$ cat src/rtl/pcs_loopback_buf_pkg.sv
// Shared types and constants for the PCS RX->TX loopback elastic buffer.
package pcs_loopback_pkg;

  // Start-lane flag count: 10G carries two possible start lanes, otherwise one.
  function automatic int unsigned lane0_cnt_n(input bit is_10g);
    return is_10g ? 2 : 1;
  endfunction

  localparam bit          LB_IS_10G   = 1'b1;
  localparam int unsigned LANE0_CNT_N = lane0_cnt_n(LB_IS_10G);
  localparam int unsigned LB_DATA_W   = 64;
  localparam int unsigned LB_KEEP_W   = LB_DATA_W / 8;

  // One buffered block: {ctrl, idle, term, err, start, keep, data}.
  typedef struct packed {
    logic                   ctrl;
    logic                   idle;
    logic                   term;
    logic                   err;
    logic [LANE0_CNT_N-1:0] start;
    logic [LB_KEEP_W-1:0]   keep;
    logic [LB_DATA_W-1:0]   data;
  } lb_entry_t;

  localparam lb_entry_t LB_IDLE_BLK = '{ctrl: 1'b1, idle: 1'b1, term: 1'b0, err: 1'b0,
                                        start: '0, keep: '0, data: '0};
  localparam lb_entry_t LB_ERR_BLK  = '{ctrl: 1'b1, idle: 1'b0, term: 1'b0, err: 1'b1,
                                        start: '0, keep: '0, data: '0};

endpackage

$ cat src/rtl/pcs_loopback_buf_if.sv
// Block bus between PCS RX, the loopback buffer and PCS TX.
interface pcs_loopback_buf_if #(
  parameter int unsigned LANE_N = 2,
  parameter int unsigned DATA_W = 64,
  parameter int unsigned KEEP_W = DATA_W / 8
);
  // RX side
  logic              valid_i;
  logic              ctrl_v_i;
  logic              idle_v_i;
  logic              term_v_i;
  logic              err_v_i;
  logic [LANE_N-1:0] start_v_i;
  logic [DATA_W-1:0] data_i;
  logic [KEEP_W-1:0] keep_i;
  // TX side
  logic              ready_i;
  logic              ctrl_v_o;
  logic              idle_v_o;
  logic              term_v_o;
  logic              err_v_o;
  logic [LANE_N-1:0] start_v_o;
  logic [DATA_W-1:0] data_o;
  logic [KEEP_W-1:0] keep_o;

  modport master (
    output valid_i, ctrl_v_i, idle_v_i, term_v_i, err_v_i, start_v_i, data_i, keep_i, ready_i,
    input  ctrl_v_o, idle_v_o, term_v_o, err_v_o, start_v_o, data_o, keep_o
  );

  modport slave (
    input  valid_i, ctrl_v_i, idle_v_i, term_v_i, err_v_i, start_v_i, data_i, keep_i, ready_i,
    output ctrl_v_o, idle_v_o, term_v_o, err_v_o, start_v_o, data_o, keep_o
  );
endinterface

$ cat src/rtl/pcs_loopback_buf_fifo.sv
// Single-clock FIFO; full/empty derived from the fill counter.
module lb_sync_fifo #(
  parameter int unsigned WIDTH = 8,
  parameter int unsigned DEPTH = 16
) (
  input  logic                   clk,
  input  logic                   reset,
  input  logic                   i_push,
  input  logic                   i_pop,
  input  logic [WIDTH-1:0]       i_din,
  output logic [WIDTH-1:0]       o_head,
  output logic                   o_full,
  output logic                   o_empty,
  output logic [$clog2(DEPTH):0] o_fill
);
  localparam int unsigned AW = $clog2(DEPTH);
  localparam logic [AW:0] FULL_LVL = (AW+1)'(DEPTH);

  logic [WIDTH-1:0] r_mem [DEPTH];
  logic [AW-1:0]    r_wptr;
  logic [AW-1:0]    r_rptr;
  logic [AW:0]      r_fill;
  logic             w_push;
  logic             w_pop;

  // Qualify requests against current occupancy
  always_comb begin
    o_full  = (r_fill == FULL_LVL);
    o_empty = (r_fill == '0);
    w_push  = i_push & ~o_full;
    w_pop   = i_pop & ~o_empty;
    o_head  = r_mem[r_rptr];
    o_fill  = r_fill;
  end

  // Storage array (contents need no reset)
  always_ff @(posedge clk) begin
    if (w_push) r_mem[r_wptr] <= i_din;
  end

  // Pointers wrap modulo DEPTH; fill tracks push/pop balance
  always_ff @(posedge clk) begin
    if (reset) begin
      r_wptr <= '0;
      r_rptr <= '0;
      r_fill <= '0;
    end else begin
      if (w_push) r_wptr <= r_wptr + 1'b1;
      if (w_pop)  r_rptr <= r_rptr + 1'b1;
      case ({w_push, w_pop})
        2'b10:   r_fill <= r_fill + 1'b1;
        2'b01:   r_fill <= r_fill - 1'b1;
        default: r_fill <= r_fill;
      endcase
    end
  end
endmodule

$ cat src/rtl/pcs_loopback_buf.sv
// RX->TX loopback elastic buffer: deletes gap idles when running high,
// inserts IDLE when empty between frames, ERROR on mid-frame underrun.
module pcs_loopback_buf
  import pcs_loopback_pkg::*;
#(
  parameter bit          IS_10G = 1'b1,
  parameter int unsigned DATA_W = 64,
  parameter int unsigned KEEP_W = DATA_W / 8,
  parameter int unsigned DEPTH  = 16,
  parameter int unsigned HI_WM  = 12
) (
  input  logic                   clk,
  input  logic                   reset,
  pcs_loopback_buf_if.slave      lb,
  output logic [$clog2(DEPTH):0] fill_o,
  output logic                   idle_del_o,
  output logic                   idle_ins_o,
  output logic                   overflow_o,
  output logic                   underrun_o
);
  localparam int unsigned LANE_N  = lane0_cnt_n(IS_10G);
  // Entry layout follows lb_entry_t, so widths must match the package configuration
  localparam int unsigned ENTRY_W = 4 + LANE_N + KEEP_W + DATA_W;
  localparam int unsigned FW      = $clog2(DEPTH) + 1;

  typedef enum logic {ST_GAP, ST_FRAME} state_t;

  state_t           r_state;
  lb_entry_t        r_out;
  logic             r_ovf_pend;

  lb_entry_t        w_wr_entry;
  lb_entry_t        w_head;
  logic [ENTRY_W-1:0] w_head_vec;
  logic             w_full;
  logic             w_empty;
  logic [FW-1:0]    w_fill;
  logic             w_gap_idle;
  logic             w_del;
  logic             w_push;
  logic             w_ovf;
  logic             w_pop;

  lb_sync_fifo #(
    .WIDTH (ENTRY_W),
    .DEPTH (DEPTH)
  ) u_fifo (
    .clk     (clk),
    .reset   (reset),
    .i_push  (w_push),
    .i_pop   (w_pop),
    .i_din   (w_wr_entry),
    .o_head  (w_head_vec),
    .o_full  (w_full),
    .o_empty (w_empty),
    .o_fill  (w_fill)
  );

  // Classify the incoming block and decide push / delete / overflow
  always_comb begin
    w_head     = lb_entry_t'(w_head_vec);
    w_gap_idle = lb.valid_i & lb.ctrl_v_i & lb.idle_v_i &
                 ~(|lb.start_v_i) & ~lb.term_v_i & ~lb.err_v_i;
    w_del      = w_gap_idle & (w_fill >= FW'(HI_WM));
    w_push     = lb.valid_i & ~w_del & ~w_full & ~reset;
    w_ovf      = lb.valid_i & ~w_del & w_full & ~reset;
    w_pop      = lb.ready_i & ~w_empty & ~reset;
    w_wr_entry = '{ctrl: lb.ctrl_v_i, idle: lb.idle_v_i, term: lb.term_v_i,
                   err: lb.err_v_i | r_ovf_pend, start: lb.start_v_i,
                   keep: lb.keep_i, data: lb.data_i};
  end

  // Event pulses for the current cycle
  always_comb begin
    idle_del_o = w_del & ~reset;
    overflow_o = w_ovf;
    idle_ins_o = lb.ready_i & w_empty & (r_state == ST_GAP) & ~reset;
    underrun_o = lb.ready_i & w_empty & (r_state == ST_FRAME) & ~reset;
    fill_o     = w_fill;
  end

  // Remember an overflow drop so the next stored block carries err
  always_ff @(posedge clk) begin
    if (reset)       r_ovf_pend <= 1'b0;
    else if (w_ovf)  r_ovf_pend <= 1'b1;
    else if (w_push) r_ovf_pend <= 1'b0;
  end

  // GAP/FRAME tracker and registered output block
  always_ff @(posedge clk) begin
    if (reset) begin
      r_state <= ST_GAP;
      r_out   <= LB_IDLE_BLK;
    end else if (lb.ready_i) begin
      if (!w_empty) begin
        r_out <= w_head;
        if (r_state == ST_GAP && (|w_head.start))
          r_state <= ST_FRAME;
        else if (r_state == ST_FRAME && (w_head.term || w_head.err))
          r_state <= ST_GAP;
      end else if (r_state == ST_GAP) begin
        r_out <= LB_IDLE_BLK;
      end else begin
        r_out   <= LB_ERR_BLK;
        r_state <= ST_GAP;
      end
    end
  end

  // Drive the TX-side block from the output register
  always_comb begin
    lb.ctrl_v_o  = r_out.ctrl;
    lb.idle_v_o  = r_out.idle;
    lb.term_v_o  = r_out.term;
    lb.err_v_o   = r_out.err;
    lb.start_v_o = r_out.start;
    lb.keep_o    = r_out.keep;
    lb.data_o    = r_out.data;
  end
endmodule

$ cat src/flat_wrapper.sv
// flat-port wrapper written by rule: the top's interface ports become plain ports
module pcs_loopback_buf_flat import pcs_loopback_pkg::*;
#(
  parameter bit          IS_10G = 1'b1,
  parameter int unsigned DATA_W = 64,
  parameter int unsigned KEEP_W = DATA_W / 8,
  parameter int unsigned DEPTH  = 16,
  parameter int unsigned HI_WM  = 12
)
  (clk, reset, fill_o, idle_del_o, idle_ins_o, overflow_o, underrun_o, lb_valid_i, lb_ctrl_v_i, lb_idle_v_i, lb_term_v_i, lb_err_v_i, lb_start_v_i, lb_data_i, lb_keep_i, lb_ready_i, lb_ctrl_v_o, lb_idle_v_o, lb_term_v_o, lb_err_v_o, lb_start_v_o, lb_data_o, lb_keep_o);
  pcs_loopback_buf_if #(.LANE_N((2)), .DATA_W(DATA_W), .KEEP_W(KEEP_W)) lb_i ();
  input  logic clk;
  input  logic reset;
  output logic [$clog2(DEPTH):0] fill_o;
  output logic idle_del_o;
  output logic idle_ins_o;
  output logic overflow_o;
  output logic underrun_o;
  input wire logic [$bits(lb_i.valid_i)-1:0] lb_valid_i;
  input wire logic [$bits(lb_i.ctrl_v_i)-1:0] lb_ctrl_v_i;
  input wire logic [$bits(lb_i.idle_v_i)-1:0] lb_idle_v_i;
  input wire logic [$bits(lb_i.term_v_i)-1:0] lb_term_v_i;
  input wire logic [$bits(lb_i.err_v_i)-1:0] lb_err_v_i;
  input wire logic [$bits(lb_i.start_v_i)-1:0] lb_start_v_i;
  input wire logic [$bits(lb_i.data_i)-1:0] lb_data_i;
  input wire logic [$bits(lb_i.keep_i)-1:0] lb_keep_i;
  input wire logic [$bits(lb_i.ready_i)-1:0] lb_ready_i;
  output wire logic [$bits(lb_i.ctrl_v_o)-1:0] lb_ctrl_v_o;
  output wire logic [$bits(lb_i.idle_v_o)-1:0] lb_idle_v_o;
  output wire logic [$bits(lb_i.term_v_o)-1:0] lb_term_v_o;
  output wire logic [$bits(lb_i.err_v_o)-1:0] lb_err_v_o;
  output wire logic [$bits(lb_i.start_v_o)-1:0] lb_start_v_o;
  output wire logic [$bits(lb_i.data_o)-1:0] lb_data_o;
  output wire logic [$bits(lb_i.keep_o)-1:0] lb_keep_o;
  assign lb_i.valid_i = lb_valid_i;
  assign lb_i.ctrl_v_i = lb_ctrl_v_i;
  assign lb_i.idle_v_i = lb_idle_v_i;
  assign lb_i.term_v_i = lb_term_v_i;
  assign lb_i.err_v_i = lb_err_v_i;
  assign lb_i.start_v_i = lb_start_v_i;
  assign lb_i.data_i = lb_data_i;
  assign lb_i.keep_i = lb_keep_i;
  assign lb_i.ready_i = lb_ready_i;
  assign lb_ctrl_v_o = lb_i.ctrl_v_o;
  assign lb_idle_v_o = lb_i.idle_v_o;
  assign lb_term_v_o = lb_i.term_v_o;
  assign lb_err_v_o = lb_i.err_v_o;
  assign lb_start_v_o = lb_i.start_v_o;
  assign lb_data_o = lb_i.data_o;
  assign lb_keep_o = lb_i.keep_o;
  pcs_loopback_buf #(.IS_10G(IS_10G), .DATA_W(DATA_W), .KEEP_W(KEEP_W), .DEPTH(DEPTH), .HI_WM(HI_WM)) u_core (.clk(clk), .reset(reset), .lb(lb_i), .fill_o(fill_o), .idle_del_o(idle_del_o), .idle_ins_o(idle_ins_o), .overflow_o(overflow_o), .underrun_o(underrun_o));
endmodule
$ cat config.mk
export PLATFORM = sky130hd
export DESIGN_NAME = pcs_loopback_buf_flat
export DESIGN_NICKNAME = d
export VERILOG_FILES = /design/src/rtl/pcs_loopback_buf_pkg.sv /design/src/rtl/pcs_loopback_buf_if.sv /design/src/rtl/pcs_loopback_buf_fifo.sv /design/src/rtl/pcs_loopback_buf.sv /design/src/flat_wrapper.sv
export SDC_FILE = /design/constraint.sdc
export NUM_CORES = 2
export LEC_CHECK = 0
export BUFFER_PORTS_ARGS = -buffer_cell sky130_fd_sc_hd__clkbuf_2
export CAP_MARGIN = 20
export CORE_UTILIZATION = 55
export DETAILED_ROUTE_END_ITERATION = 12
export PLACE_DENSITY = 0.72
export SLEW_MARGIN = 20
export SYNTH_ARGS = -nofsm -noshare
export SYNTH_HDL_FRONTEND = slang
export SYNTH_SLANG_ARGS = --single-unit
$ cat constraint.sdc
create_clock -name clk -period 7.9 [get_ports clk]
set_input_delay 0.395 -clock clk [delete_from_list [all_inputs] [get_ports clk]]
set_output_delay 0.395 -clock clk [all_outputs]
set_load 0.02 [all_outputs]
==> impl_metrics.toml <==
[timing]
fin_tns_setup_ns = 0
period_needed_ns = 3.52
fmax_mhz = 284
final_hold_viol_count = 0
finClkSkew_ns = 0.0247
slew_headroom = 0.244
slew_violations = 0
rsz0062_at_grt = "no"
worstMarginPinSlew_ns = 1.13
setup_viol_count_final = 0
timing.final.crit_share = 0.445

[global_routing]
globalRouteTotalUtil = 0.242
grt-ovfl-total = 0
grt_pass1_vias = 24342
grt_pass1_wl_um = 163000
antenna_found_initial = 13
grt_start_max_net_pins = 133

[setup_path]
path_cells = "nor4_1 -> nand2b_1 -> nand2_2 -> nor2_4 -> buf_4 -> ha_1 -> a21oi_1 -> o22ai_1 -> a222oi_1 -> or3_1 -> a21oi_1"
crit_fanout = 31
cp-start-kind = "flip-flop"
reg2reg_slack_ns = 4.38
cp-end-kind = "flip-flop"
slowest_stage = "nor4_1"
critPathArrivalTime_ns = 4.10
critPathMaxStageDelay_ns = 0.46
cpMostUsedCell = "a21oi_1"
worstSetupPathType = "flip-flop to flip-flop"
critPathRequiredTime_ns = 8.48

[yosys]
synth_top_family_by_area = "multiplexers"
avgSynthCellArea_um2 = 23.6
synth_cells = 2133
synth_top_area_share = 0.744
synthAdderAreaFrac = 0.00199
yosysTopAreaCell = "edfxtp_1"
synth.distinct_cells = 43
syn_nets = 2223
synth_ff_type = "edfxtp_1"
syn_area_um2 = 50400
synthXorXnorAreaFrac = 0.00156
synthArstFlopShare = 0
synth_warnings = 0
synthTopCellsByArea = "edfxtp_1 (74%), mux4_2 (16%), dfxtp_1 (3.9%)"
yosys.area_share.simple = 0.0105
muxShareOfSynthArea = 0.168
synth-compound-area-share = 0.0227
synth-seq-cells = 1345
yosysSeqAreaShare = 0.782
synth-edff-count = 1248

[detailed_routing]
postRouteAntennaNets = 0
drt-total-wl_um = 111000
drtIter0Drc = 2772
wl_per_cell_um = 30.3
via_per_inst = 6.45
remaining_drc_errors = 0
firstDrtPassIters = 5
route.vias.total = 23582

[pwr]
swShare = 0.222
power_frac_comb = 0.091
clkPwrFrac = 0.399
p_seq_frac = 0.510
power_leakage_nw = 17.8
power.internal_w = 0.0121
switchingPower_w = 0.00345
pwr_density_cell_nw_per_um2 = 273
vdd_drop_max_v = 0.000203

[die]
die_x_um = 305
row_count = 110
io-pin-count = 169
die_y_um = 305
start_util = 0.557
dieArea_um2 = 92800
coreArea_um2 = 90400

[flow_run]
maxCapViolCount = 0

[clocking]
clock-root-buffer = "clkbuf_16"
htreeDepth = 4
ctsResizeCount = 0
clock_sinks = 1345
clk_latency_ns = 0.74
clk_path_buf_depth = 3
cts_buffers = 133
cts-hold-fix-buffers = 1
cts_tree = "built"
clk_pin_slew_ns = 0.06
post_cts_buffers = 0

[place]
io_buffers = 168
place_area_um2 = 52600
dp_hpwl_um = 55000
routabilityCongestion = 0.773
place_inst = 3402

[cells_and_area]
fin_nets = 2453
stdcell_count = 3656
n_fill_cell = 5854
drive_gt1_frac = 0.323
area_growth_pct = 13.0
final_design_area_no_fill_um2 = 57000
fin_util = 0.630

[status]
status = "complete, no violations"

[min_path]
hp-class = "input pin to flip-flop"
## final timing paths
check | from | endpoint | cells after the start
max | u_core.u_fifo.o_fill[2]$_SDFFE_PP0P_ | u_core.u_fifo.o_fill[4]$_SDFFE_PP0P_ | 11
min | lb_data_i[24] | u_core.u_fifo.r_mem[6][24]$_DFFE_PP_ | 1
max reg2reg | u_core.u_fifo.o_fill[2]$_SDFFE_PP0P_ | u_core.u_fifo.o_fill[4]$_SDFFE_PP0P_ | 11
min reg2reg | u_core.lb.data_o[45]$_SDFFE_PP0P_ | u_core.lb.data_o[45]$_SDFFE_PP0P_ | 1
## cells in the mapped netlist, types with 2 or more instances
cell,count
nor2b_1,23
nand4_1,2
mux4_2,364
dfxtp_1,97
a21oi_1,28
a22oi_1,4
a41oi_1,2
nand2_1,10
edfxtp_1,1248
clkbuf_1,54
nor3_1,7
a21boi_0,2
nor2_1,30
buf_1,12
ha_1,8
buf_6,12
a211oi_1,19
o21ai_0,8
or3_1,5
a21o_1,2
xor2_1,7
nor4_1,4
xnor2_1,2
inv_1,7
nand2b_1,7
or2_2,2
a22o_1,75
a221oi_1,2
nand3_1,11
buf_4,16
buf_2,25
o21bai_1,2
mux2i_1,26
## sequential cells by signal, indices dropped and copies added, names as in the netlist, named ones only
name                  cells
u_core.lb.data_o         64
u_core.r_state            1
u_core.lb.start_v_o       2
u_core.lb.ctrl_v_o        1
u_core.lb.keep_o          8
u_core.lb.err_v_o         1
u_core.lb.idle_v_o        1
u_core.r_ovf_pend         1
u_core.u_fifo.r_rptr      4
u_core.u_fifo.o_fill      5
u_core.lb.term_v_o        1
u_core.u_fifo.r_mem    1248
u_core.u_fifo.r_wptr      4
## layout by cell type, fill, tap and decap left out, types with 8 or more instances in the layout
cell type / netlist / layout
a211oi_1: 19 / 19
a21oi_1: 28 / 28
a22o_1: 75 / 75
buf_4: 16 / 40
bufinv_16: 0 / 9
clkbuf_1: 54 / 31
clkbuf_16: 0 / 134
clkbuf_2: 0 / 168
clkbuf_8: 0 / 9
clkinv_1: 0 / 22
clkinv_2: 0 / 24
dfxtp_1: 97 / 93
edfxtp_1: 1248 / 1248
ha_1: 8 / 8
mux2i_1: 26 / 26
mux4_2: 364 / 364
nand2_1: 10 / 10
nand3_1: 11 / 11
nor2_1: 30 / 16
nor2_4: 0 / 14
nor2b_1: 23 / 23
o21ai_0: 8 / 8
## power by group through the flow
| stage | Sequential (W) | Clock (W) | Combinational [W] |
|---|---|---|---|
| floorplan | 0.00812 | 0 | 0.00105 |
| global placement | 0.00809 | 0 | 0.00140 |
| detailed placement | 0.00809 | 0 | 0.00143 |
| CTS | 0.00794 | 0.00631 | 0.00144 |
| global route | 0.00795 | 0.00656 | 0.00151 |
| finish | 0.00794 | 0.00621 | 0.00141 |
## through the flow
step                      worst slack [ns]  hold WS [ns]  total power [W]
after global routing                  4.05        0.0483           0.0160
after global placement                4.11         0.460          0.00949
after detailed placement              3.99         0.465          0.00952
final                                 4.38        0.0628           0.0156
after CTS                             4.36        0.0157           0.0157
after floorplan                      0.500         0.459          0.00917
## metal layers
| layer | vias to the layer above | track usage | wire length (um) |
|---|---|---|---|
| met3 | 186 | 0.0488 | 9260 |
| met4 | 18 | 0.0699 | 2170 |
| met1 | 12601 | 0.343 | 44100 |
| met5 | - | 0 | 115 |
| met2 | 1152 | 0.388 | 55300 |
| li1 | 9625 | - | - |
## critical path: cells and delay by family (launching register included)
kind	cells	cell delay, ns
AND/OR/NAND/NOR	5	1.27
buffers and inverters	1	0.35
AO/OA/AOI/OAI	4	1.01
flip-flops	1	0.41
adder cells (fa/ha/maj)	1	0.35
## logic make-up after synthesis
group / Yosys count
AO/OA/AOI/OAI: 150
XOR/XNOR: 9
adder cells (fa/ha/maj): 8
flip-flops: 1345
AND/OR/NAND/NOR: 104
buffers and inverters: 127
multiplexers: 390
## cell type report
class,instances,area (um^2),share of cell area
sequential,1345,39400,0.692
multi-input combinational,661,10400,0.183
clock buffer,174,3590,0.0631
tap,1176,1470,0.0258
timing repair buffer,215,1280,0.0224
clock inverter,72,716,0.0126
inverter,7,28.8,0.000505
antenna,6,15.0,0.000264
Power figures use the tool's default switching activity.
